**src/rtl/multi_channel_controller.sv**
```systemverilog
// Byte-stream command parser driving NUM_CH staged actuator set-points (shadow + output).
// Optional watchdog enabled by defining CTRL_WATCHDOG_EN.
module multi_channel_controller #(
    parameter int unsigned      NUM_CH   = 4,
    parameter int unsigned      VAL_W    = 7,
    parameter int unsigned      TIMEOUT  = 4000000,
    parameter logic [VAL_W-1:0] SAFE_VAL = '0
) (
    input  logic                    clk,
    input  logic                    clr,
    input  logic                    data_ready,
    input  logic [7:0]              data,
    input  logic [NUM_CH-1:0]       load,
    output logic [NUM_CH*VAL_W-1:0] out,
    output logic                    busy,
    output logic                    cmd_err,
    output logic                    fault
);

    localparam bit TwoByte = (VAL_W > 7);

    typedef enum logic [1:0] {StIdle, StDataHi, StDataLo} state_e;

    state_e           state_q;
    logic [5:0]       ch_q;
    logic             commit_q;
    logic [VAL_W-1:0] shadow_q [NUM_CH];

    logic             is_hdr;
    logic             is_dat;
    logic             complete;
    logic             ch_valid;
    logic             fire;
    logic [VAL_W-1:0] cmd_val;

    assign is_hdr   = data_ready & data[7];
    assign is_dat   = data_ready & ~data[7];
    assign complete = (state_q == StDataLo) & is_dat;
    assign ch_valid = (32'(ch_q) < NUM_CH);
    assign busy     = (state_q != StIdle);

    if (TwoByte) begin : g_two_byte
        logic [VAL_W-8:0] hi_q;

        always_ff @(posedge clk) begin
            if (clr) begin
                hi_q <= '0;
            end else if ((state_q == StDataHi) && is_dat) begin
                hi_q <= data[VAL_W-8:0];
            end
        end

        assign cmd_val = {hi_q, data[6:0]};
    end else begin : g_one_byte
        assign cmd_val = data[VAL_W-1:0];
    end

`ifdef CTRL_WATCHDOG_EN
    localparam int unsigned CntW = (TIMEOUT > 1) ? $clog2(TIMEOUT) : 1;

    logic [CntW-1:0] wd_q;

    // A completion in the firing cycle takes precedence over the timeout.
    assign fire = ~complete & (wd_q == CntW'(TIMEOUT - 1));

    always_ff @(posedge clk) begin
        if (clr || complete || fire) begin
            wd_q <= '0;
        end else begin
            wd_q <= wd_q + 1'b1;
        end
    end
`else
    assign fire = 1'b0;
`endif

    always_ff @(posedge clk) begin
        if (clr) begin
            state_q  <= StIdle;
            ch_q     <= '0;
            commit_q <= 1'b0;
            cmd_err  <= 1'b0;
            fault    <= 1'b0;
            for (int k = 0; k < int'(NUM_CH); k++) begin
                shadow_q[k]            <= SAFE_VAL;
                out[k*VAL_W +: VAL_W]  <= SAFE_VAL;
            end
        end else if (fire) begin
            state_q <= StIdle;
            cmd_err <= 1'b0;
            fault   <= 1'b1;
            for (int k = 0; k < int'(NUM_CH); k++) begin
                shadow_q[k]            <= SAFE_VAL;
                out[k*VAL_W +: VAL_W]  <= SAFE_VAL;
            end
        end else begin
            fault   <= 1'b0;
            cmd_err <= (is_hdr & (state_q != StIdle)) |
                       (is_dat & (state_q == StIdle)) |
                       (complete & ~ch_valid);

            if (is_hdr) begin
                state_q  <= TwoByte ? StDataHi : StDataLo;
                ch_q     <= data[5:0];
                commit_q <= data[6];
            end else if (is_dat) begin
                case (state_q)
                    StDataHi: state_q <= StDataLo;
                    StDataLo: state_q <= StIdle;
                    default:  state_q <= StIdle;
                endcase
            end

            // Later assignment wins, so a completing write bypasses a same-cycle load.
            for (int k = 0; k < int'(NUM_CH); k++) begin
                if (load[k]) begin
                    out[k*VAL_W +: VAL_W] <= shadow_q[k];
                end
                if (complete && ch_valid && (int'(ch_q) == k)) begin
                    shadow_q[k] <= cmd_val;
                    if (commit_q || load[k]) begin
                        out[k*VAL_W +: VAL_W] <= cmd_val;
                    end
                end
            end
        end
    end

endmodule

```
**config.mk**
```make
export PLATFORM = sky130hd
export DESIGN_NAME = multi_channel_controller
export DESIGN_NICKNAME = d
export VERILOG_FILES = /design/src/rtl/multi_channel_controller.sv
export SDC_FILE = /design/constraint.sdc
export NUM_CORES = 1
export LEC_CHECK = 0
export BUFFER_PORTS_ARGS = -buffer_cell sky130_fd_sc_hd__buf_2
export CAP_MARGIN = 20
export CORE_ASPECT_RATIO = 1.25
export CORE_MARGIN = 1
export CORE_UTILIZATION = 60
export DETAILED_ROUTE_END_ITERATION = 16
export HOLD_SLACK_MARGIN = 0.05
export PLACE_DENSITY = 0.84
export SLEW_MARGIN = 40
export SYNTH_ARGS = -nofsm -noshare
export SYNTH_HDL_FRONTEND = slang
export SYNTH_SLANG_ARGS = --single-unit
```
**constraint.sdc**
```tcl
create_clock -name clk -period 5.31 [get_ports clk]
set_input_delay 1.062 -clock clk [delete_from_list [all_inputs] [get_ports clk]]
set_output_delay 1.062 -clock clk [all_outputs]
set_load 0.01 [all_outputs]
```
==> metrics.md, run 1 <==
| Metric | Value |
|---|---|
| Pleak | 1.44 nW |
| Drt drc | 0 |
| Cts hold-fix bufs | 0 |
| Fin Hold WS | approximately 510 ps |
| Hold path startpoint | ch_q[4]$_SDFFE_PP0P_ |
| GRT Resource Usage Total | roughly 28% |
| Die Span X | about 64 um |
| Pwr dens | around 320 nW/um^2 |
| Initial antenna violation count | 0 |
| Critical Path RT | 5290 ps |
| GRT busiest layer | met2 |
| Worst Path Max Fanout | 13 |
| Peak supply drop | 0.245 mV |
| Post-synthesis adder-cell area fraction | 0% |
| Drt pass-1 iters | 5 |
| Post-synth top cells | nand2_1 (51), dfxtp_1 (37), nor2_1 (32) |
| Psw | approximately 260 uW |
| Sequential Power Share | 52.4% |
| Hold Crit Class | reg2reg |
| Syn_nets | 280 |
| Yosys warns | 0 |
| Total Nets Final | 319 |
| Post-synth EDFFs | 28 |
| Sequential element share of the synthesized area | between 50% and 60% |
| Final WL | 6380 um |
| Final Cell Area | 3310 um^2 |
| Final Max Tran Viols | 0 |
| CP startpoint kind | input port |
| Worst flop-to-flop path startpoint | ch_q[2]$_SDFFE_PP0P_ |
| Post-synthesis mux area share | 20.6% |
| Fmax | roughly 400 MHz |
| Worst skew pair latency | 350 ps |
| Die Area | approximately 5100 um^2 |
| Yosys top cell area share | 29.2% |
| Post-Syn Instances | 265 |
| Final std cells w/o fill | 367 |
| Arrival time worst endpoint | 2420 ps |
| # rows | 27 |
| Post-CTS Setup Bufs | 0 |
| CP Capture Type | flop |
| Clock Tree Root | clkbuf_8 |
| Simple-gate share of the synthesized area | 17.0% |
| Layout cell share with drive strength beyond 1 | roughly 30% |
| Post_cts resized | 0 |
| Synth Area in Compound Gates | under 10% |
| Worst reg2reg path depth | 3 |
| Vias in the first global route | 2051 |
| Sink Count | 65 |
| Least-Margin Pin Slew | 646 ps |
| P_int | 793 uW |
| CTS H-tree depth | 3 |
| DP HPWL | 4400 um |
| Post-DP Area | 3120 um^2 |
| Gate power share | 9.3% |
| CTS tree | done |
| RSZ-0062 raised after global routing | no |
| MaxCap Viol Count | 0 |
| GR Util met3 | about 6% |
| Switching share of total power | 24.6% |
| Top-Level Pins | 46 |
| Worst slew margin | between 50% and 60% |
| Setup CP Type | in2reg |
| Status | completed |
| #FFs+latches synth | 65 |
| GRT Residual Overflow | 0 |
| Setup Viol. Count Final | 0 |
| Clk pwr share | about two fifths |
| Vias per Instance | 5.93 |
| Die Height | a little under 80 um |
| Final Cycle Share | roughly 46% |
| Routed Antenna Nets | 0 |
| Final Worst Setup Slack | 2860 ps |
| WHS Path Cells | 2 |
| Commonest register cell after synthesis | dfxtp_1 |
| XOR/XNOR share of the synthesized area | 0% |
| Final Skew | 10.8 ps |
| Syn Area/Cell | approximately 11 um^2 |
| Clock Tree Buf Depth | 2 |
| Final critical-path required period | 2450 ps |
| CORE AREA | 4490 um^2 |
| Starting Density | between 60% and 70% |
| Post-Synthesis Cell Area | 2880 um^2 |
| First-pass GRT wire length | 10100 um |
| Largest net degree at the start of global routing | 36 |
| Wire per inst | 17.4 um |
| Synth cell types | 32 |
| # diodes | 0 |
| Setup TNS Final | 0 ps |
| Worst reg2reg path endpoint | shadow_q[3][6]$_SDFFCE_PN0P_ |
| Synthesis-to-layout area growth | 14.9% |
| Iter 0 DRT Violations | 159 |
| Port Buffers | between 40 and 50 |
| Number of hold violations in the final report | 0 |
| Cell type with the largest total area after synthesis | edfxtp_1 |
| Largest family of logic cells by synthesized area | multiplexers |
| Fraction of registers with async set/reset | 0% |
| Synth area leaders | edfxtp_1 (29%), dfxtp_1 (26%), mux2i_1 (11%) |
| Worst hold endpoint | ch_q[4]$_SDFFE_PP0P_ |
| Worst-path clk slew | 60 ps |
| Setup slack, reg-to-reg | ~3100 ps |
| Grt met1 use | 33.3% |
| Placed Cells | 351 |
| Post-Place Worst Slack | 2520 ps |
| Met2 GRT Util | between 40% and 50% |
| Routability Congestion | around 0.84 |
| Final core occ | 73.6% |
| TritonCTS buffer count | 9 |
| Vias after detailed routing | 2176 |
| Count leader, synth | nand2_1 |
| Final Power | 1.05 mW |
[worst max-delay path by stage]
stage / startpoint / end / slack [ps]
CTS: data[7] / shadow_q[2][6]$_SDFFCE_PN0P_ / 2890
floorplan: data[7] / shadow_q[3][0]$_SDFFCE_PN0P_ / 2840
global placement: data[7] / shadow_q[2][2]$_SDFFCE_PN0P_ / 2590
global route: data[7] / shadow_q[2][6]$_SDFFCE_PN0P_ / 2770
finish: data[7] / shadow_q[2][6]$_SDFFCE_PN0P_ / 2860
detailed placement: data[7] / shadow_q[2][2]$_SDFFCE_PN0P_ / 2520
[power by group through the flow]
stage / Clock, mW / Sequential, mW / Combinational, mW
finish: 0.403 / 0.552 / 0.0977
global route: 0.425 / 0.554 / 0.105
CTS: 0.406 / 0.551 / 0.0971
detailed placement: 0 / 0.562 / 0.0966
global placement: 0 / 0.561 / 0.0933
floorplan: 0 / 0.564 / 0.0620
[layer usage]
metal	wire, um	part of all wire, %
met5	0	0
met1	2540	40
met2	3220	50
met3	426	6.7
met4	187	2.9
[registers in the layout, summed over array words and instances (netlist names)]
name / count
out: 28
cmd_err: 1
ch_q: 6
commit_q: 1
state_q: 1
shadow_q: 28
[layout by cell type, fill, tap and decap left out, drive strengths merged, types with 2 or more instances in the layout]
cell type  Yosys  routed
nand2         51      51
buf            5      44
dfxtp         37      37
nor2          32      32
mux2i         31      31
edfxtp        28      28
mux2          25      25
clkbuf        11      10
nand3          9       9
a21oi          8       8
o21ai          3       3
o31ai          3       3
a311o          3       3
clkinv         0       3
inv            3       3
nand4b         3       3
nor4           2       2
clkinvlp       0       2
[critical path: stages]
cell and delay, ps:
buf_2 170, nand4bb_1 310, or2_1 370, o21ai_1 510
[cell families (layout without fill, tap and decap cells)]
group,count (synthesis),after routing
and+or+nand+nor,104,104
other,1,1
buffers and inverters,19,63
DFF,65,65
muxes,56,56
AOI/OAI and AO/OA,20,20
[area by class of cell]
class | instances | area, um^2
Clock buffer | 10 | 128
Clock inverter | 6 | 60.1
Fill cell | 313 | 1190
Inverter | 3 | 11.3
Multi-Input combinational cell | 181 | 1230
Sequential cell | 65 | 1580
Tap cell | 58 | 72.6
Timing Repair Buffer | 44 | 220
Note: power is estimated with default switching activity, not from simulation.
==> run 2, diff against run 1 <==
CORE_UTILIZATION = 56   (was 60)
PLACE_DENSITY = 0.79   (was 0.84)
clock period = 2.3 ns   (was 5.31 ns; I/O delays follow)
==> run 2 against run 1 <==
Net effect:
- sequential share of layout area fell by 0.54 points
- via count shrank 2.2%
- die area up 6.9%
- critical endpoint is now out[2]$_SDFF_PP0_
- largest power group unchanged
- first-iteration DRC count shrank 10%
==> metrics.md, run 2 (synthesis gave the netlist of run 1 again) <==
| Metric | Value |
|---|---|
| Crit-path cells | nor4_2 -> buf_4 -> nand4b_1 -> mux2i_1 |
| First-pass GRT wire length | 10400 um |
| Commonest non-fill, non-tap cells in the layout | nand2_1 (51), buf_2 (44), dfxtp_1 (37), nor2_1 (32), mux2i_1 (31) |
| # diodes | 0 |
| Wire per inst | 17.1 um |
| Setup Viol. Count Final | 0 |
| DP HPWL | 4460 um |
| Worst-path clk slew | 80 ps |
| Setup TNS Final | 0 ps |
| GRT Resource Usage Total | a little over a quarter |
| Filler cells | 388 |
| Fin Hold WS | 409 ps |
| Hold Crit Class | in2reg |
| # rows | 28 |
| Critical Path Max Stage Delay | approximately 550 ps |
| Routability Congestion | ~0.83 |
| Total Nets Final | 325 |
| Pwr dens | 731 nW/um^2 |
| Status | completed |
| Largest net degree at the start of global routing | 23 |
| GRT busiest layer | met2 |
| Drt drc | 0 |
| Cts hold-fix bufs | 0 |
| Final Skew | ~11 ps |
| Initial antenna violation count | 0 |
| CTS tree | done |
| Vias in the first global route | 2061 |
| TritonCTS buffer count | 9 |
| CP Buf/Inv Count | 1 |
| Most common cell after layout, fill and taps aside | nand2_1 |
| Final critical-path required period | 1950 ps |
| Die Area | 5430 um^2 |
| Post_cts resized | 0 |
| Final Max Tran Viols | 0 |
| GRT Residual Overflow | 0 |
| Top flop regs | out (28), shadow_q (28), ch_q (6) |
| Top Family by Delay on Critical Path | simple AND/OR/NAND/NOR gates |
| Top-Level Pins | 46 |
| Met2 GRT Util | 43.9% |
| Routed Antenna Nets | 0 |
| Least-Margin Pin Slew | 651 ps |
| Worst slew margin | 56.3% |
| Drt pass-1 iters | 5 |
| Starting Density | 59.5% |
| Sink Count | between 60 and 70 |
| Final Power | 2.44 mW |
| Layout cell share with drive strength beyond 1 | 30.8% |
| Setup CP Type | reg2reg |
| Fmax | between 500 and 600 MHz |
| Worst Path Max Fanout | 8 |
| Iter 0 DRT Violations | between 100 and 150 |
| Vias after detailed routing | 2129 |
| MaxCap Viol Count | 0 |
| Crit-path slowest cell | nor4_2 |
| Arrival time worst endpoint | around 2200 ps |
| GR Util met3 | 6.18% |
| Peak supply drop | between 0.4 and 0.5 mV |
| Number of hold violations in the final report | 0 |
| Port Buffers | 44 |
| Grt met1 use | 33.7% |
| Clock Tree Buf Depth | 2 |
| CP startpoint kind | flop |
| Vias per Instance | 5.68 |
| Synthesis-to-layout area growth | 16.2% |
| Worst skew pair latency | 350 ps |
| Critical Path RT | 2580 ps |
| Die Height | 82.1 um |
| CTS H-tree depth | 3 |
| RSZ-0062 raised after global routing | no |
| Final Cycle Share | 85.0% |
| Die Span X | 66.1 um |
| Pleak | roughly 1.5 nW |
| Post-CTS Setup Bufs | 0 |
| Final WL | 6420 um |
| CORE AREA | ~4800 um^2 |
| Clock Tree Root | clkbuf_8 |
| CP Capture Type | flop |
==> run 2: cell type report <==
type | instances | area (um^2) | area share, %
repair buffers | 50 | 265 | 7.93
clock inverters | 6 | 58.8 | 1.76
multi-input cells | 181 | 1220 | 36.6
inverters | 3 | 11.3 | 0.337
well taps | 60 | 75.1 | 2.25
clock buffers | 10 | 128 | 3.82
flip-flops and latches | 65 | 1580 | 47.3
==> run 2: path summary, 6_finish.rpt <==
| path | start | endpoint | slack (ps) | cells after the start |
|---|---|---|---|---|
| worst max-delay path | ch_q[2]$_SDFFE_PP0P_ | out[2]$_SDFF_PP0_ | 350 | 4 |
| worst min-delay path | data[3] | ch_q[3]$_SDFFE_PP0P_ | 410 | 3 |
| worst min register to register | ch_q[3]$_SDFFE_PP0P_ | ch_q[3]$_SDFFE_PP0P_ | 490 | 2 |
| worst max register to register | ch_q[2]$_SDFFE_PP0P_ | out[2]$_SDFF_PP0_ | 350 | 4 |
==> run 2: tightest hold or removal path, cell delays in order <==
cell and delay [ps]:
buf_2 120, nand3_1 70, a21oi_1 50
==> run 2: stage by stage <==
step | util [%] | setup WS, ps | std cells | area (um^2)
floorplan | - | 314 | 265 | 2880
global placement | 65.3 | 404 | 359 | 3160
detailed placement | 65.3 | 326 | 359 | 3160
CTS | 69.2 | 315 | 375 | 3340
global route | 69.2 | 206 | 375 | 3340
finish | 69.2 | 345 | 375 | 3340
==> run 2: power by group <==
group | switching, mW | total [mW] | internal, mW
registers | 0.0239 | 1.27 | 1.25
logic | 0.138 | 0.232 | 0.0939
clock network | 0.447 | 0.940 | 0.493
==> run 2: metal layers <==
layer | up-vias | share of wire, %
met4 | 0 | 2.9
li1 | 1026 | -
met1 | 1000 | 41
met3 | 18 | 6.8
met2 | 85 | 50
met5 | - | 0
==> run 3, diff against run 2 <==
clock period = 1.8 ns   (was 2.3 ns; I/O delays follow)
==> run 3 against run 2 <==
Net effect:
- setup slack lost 290 ps
- count of clock-buffer cells in the layout is the same
- routed wire length grew 4.7%
- design area grew 3.6%
- sequential power grew 28%
- sequential cell count is the same
- combinational power grew 34%
- non-clock buffer count grew 9
- largest power group unchanged
- highest routed layer unchanged
- sequential share of layout area shrank 1.6 points
- die area is the same
- clock power grew 47%
==> metrics.md, run 3 (synthesis gave the netlist of run 1 again) <==
| Metric | Value |
|---|---|
| Starting Density | 59.5% |
| Number of hold violations in the final report | 0 |
| Setup TNS Final | 0 ps |
| Final Skew | 9.95 ps |
| Synthesis-to-layout area growth | 20.4% |
| Final Cycle Share | a little over nine tenths |
| Vias after detailed routing | 2220 |
| Worst Path Max Fanout | 7 |
| Commonest non-fill, non-tap cells in the layout | nand2_1 (51), buf_2 (44), dfxtp_1 (36), nor2_1 (32), mux2i_1 (31) |
| CTS H-tree depth | 3 |
| Hold Crit Class | in2reg |
| # diodes | 0 |
| Worst hold endpoint | ch_q[3]$_SDFFE_PP0P_ |
| Iter 0 DRT Violations | between 100 and 150 |
| Worst flop-to-flop path startpoint | ch_q[5]$_SDFFE_PP0P_ |
| TritonCTS buffer count | 9 |
| Top-Level Pins | 46 |
| Setup Viol. Count Final | 0 |
| Largest net degree at the start of global routing | 22 |
| Port Buffers | 44 |
| Die Span X | 66.1 um |
| Vias in the first global route | about 2100 |
| Die Area | 5430 um^2 |
| Worst reg2reg path depth | 3 |
| Routed Antenna Nets | 0 |
| CTS tree | done |
| Arrival time worst endpoint | 1770 ps |
| Worst-path clk slew | 70 ps |
| DP HPWL | 4680 um |
| Critical Path RT | 1830 ps |
| Die Height | 82.1 um |
| CORE AREA | 4830 um^2 |
| Setup slack, reg-to-reg | 60 ps |
| Final critical-path required period | 1740 ps |
| Clock Tree Root | clkbuf_8 |
| Worst reg2reg path endpoint | shadow_q[2][2]$_SDFFCE_PN0P_ |
| Layout cell share with drive strength beyond 1 | between 30 and 40% |
| Setup CP Type | reg2reg |
| CP Capture Type | flop |
| Vias per Instance | 5.78 |
| RSZ-0062 raised after global routing | no |
| Hold path startpoint | data[3] |
| First-pass GRT wire length | about 11000 um |
| Worst skew pair latency | between 300 and 400 ps |
| Drt drc | 0 |
| Drt pass-1 iters | 4 |
| Final Cell Area | 3460 um^2 |
| Peak supply drop | roughly 0.89 mV |
| Sink Count | 65 |
| Psw | 786 uW |
| Clock Tree Buf Depth | 2 |
| P_int | 2.53 mW |
| Sequential Power Share | 49.0% |
| Wire per inst | 17.5 um |
| Pwr dens | around 960 nW/um^2 |
| Status | completed |
| Switching share of total power | 23.7% |
| Final WL | 6720 um |
| CP startpoint kind | flop |
| Gate power share | about a tenth |
| Routability Congestion | around 0.86 |
| WHS Path Cells | 3 |
| Clk pwr share | 41.6% |
| Post-DP Area | 3230 um^2 |
| MaxCap Viol Count | 0 |
| Initial antenna violation count | 0 |
| # rows | 28 |
| Final Max Tran Viols | 0 |
| Pleak | 1.53 nW |
| GRT Residual Overflow | 0 |
| Fmax | approximately 570 MHz |
| Top flop regs | out (28), shadow_q (28), ch_q (6) |
| Most common cell after layout, fill and taps aside | nand2_1 |
| GRT Resource Usage Total | approximately 28% |
| Total Nets Final | about 330 |
| Final Power | 3.31 mW |
## run 3: per-layer routing
metal | routed length [um] | up-vias | GRT usage, % | share of wire (%)
li1 | - | 1039 | - | -
met1 | 2780 | 1061 | 35.6 | 41
met2 | 3320 | 105 | 43.3 | 49
met3 | 477 | 15 | 6.59 | 7.1
met4 | 146 | 0 | 16.4 | 2.2
met5 | 0 | - | 0 | 0
## run 3: how the worst max path moves through the flow
stage                         start                           end  slack (ps)
4_1_cts        ch_q[2]$_SDFFE_PP0P_  shadow_q[2][2]$_SDFFCE_PN0P_          20
6_report       ch_q[5]$_SDFFE_PP0P_  shadow_q[2][2]$_SDFFCE_PN0P_          60
3_5_place_dp   ch_q[2]$_SDFFE_PP0P_  shadow_q[2][2]$_SDFFCE_PN0P_          20
3_3_place_gp   ch_q[2]$_SDFFE_PP0P_  shadow_q[2][4]$_SDFFCE_PN0P_          70
5_1_grt        ch_q[5]$_SDFFE_PP0P_  shadow_q[2][2]$_SDFFCE_PN0P_           4
2_1_floorplan  ch_q[2]$_SDFFE_PP0P_  shadow_q[2][0]$_SDFFCE_PN0P_          30
## run 3: layout make-up
class                      instances  area, um^2
multi-input combinational        181        1240
fill                             350        1370
inverter                           3        11.3
tap                               60        75.1
sequential                        65        1580
clock buffer                      10         138
timing repair buffer              59         333
clock inverter                     6        81.3
## run 3: worst max-delay path, cell delays in order (launching register included)
cell and delay (ps):
dfxtp_2 330, or4_4 560, or2_4 270, o21ai_4 260
## run 3: what timing repair did
action / CTS / global route
buffers inserted: 0 / 1
hold buffers: 0 / 0
resized for setup: 0 / 2
endpoints found under the setup margin: 0 / 7
## run 3: power groups by stage
stage	sequential, mW	combinational [mW]	clock (mW)
global placement	1.65	0.299	0
CTS	1.62	0.309	1.40
detailed placement	1.66	0.307	0
finish	1.63	0.312	1.38
floorplan	1.66	0.186	0
global route	1.63	0.337	1.46
## run 3: stage by stage
stage	utilization (%)	std cells	hold slack [ps]	worst slack [ps]
6_report	71.6	384	294	58.9
5_1_grt	71.6	384	286	4.03
4_1_cts	71.4	383	278	15.7
3_5_place_dp	66.8	367	478	24.5
3_3_place_gp	66.8	367	470	69.7
2_1_floorplan	-	265	448	28.8
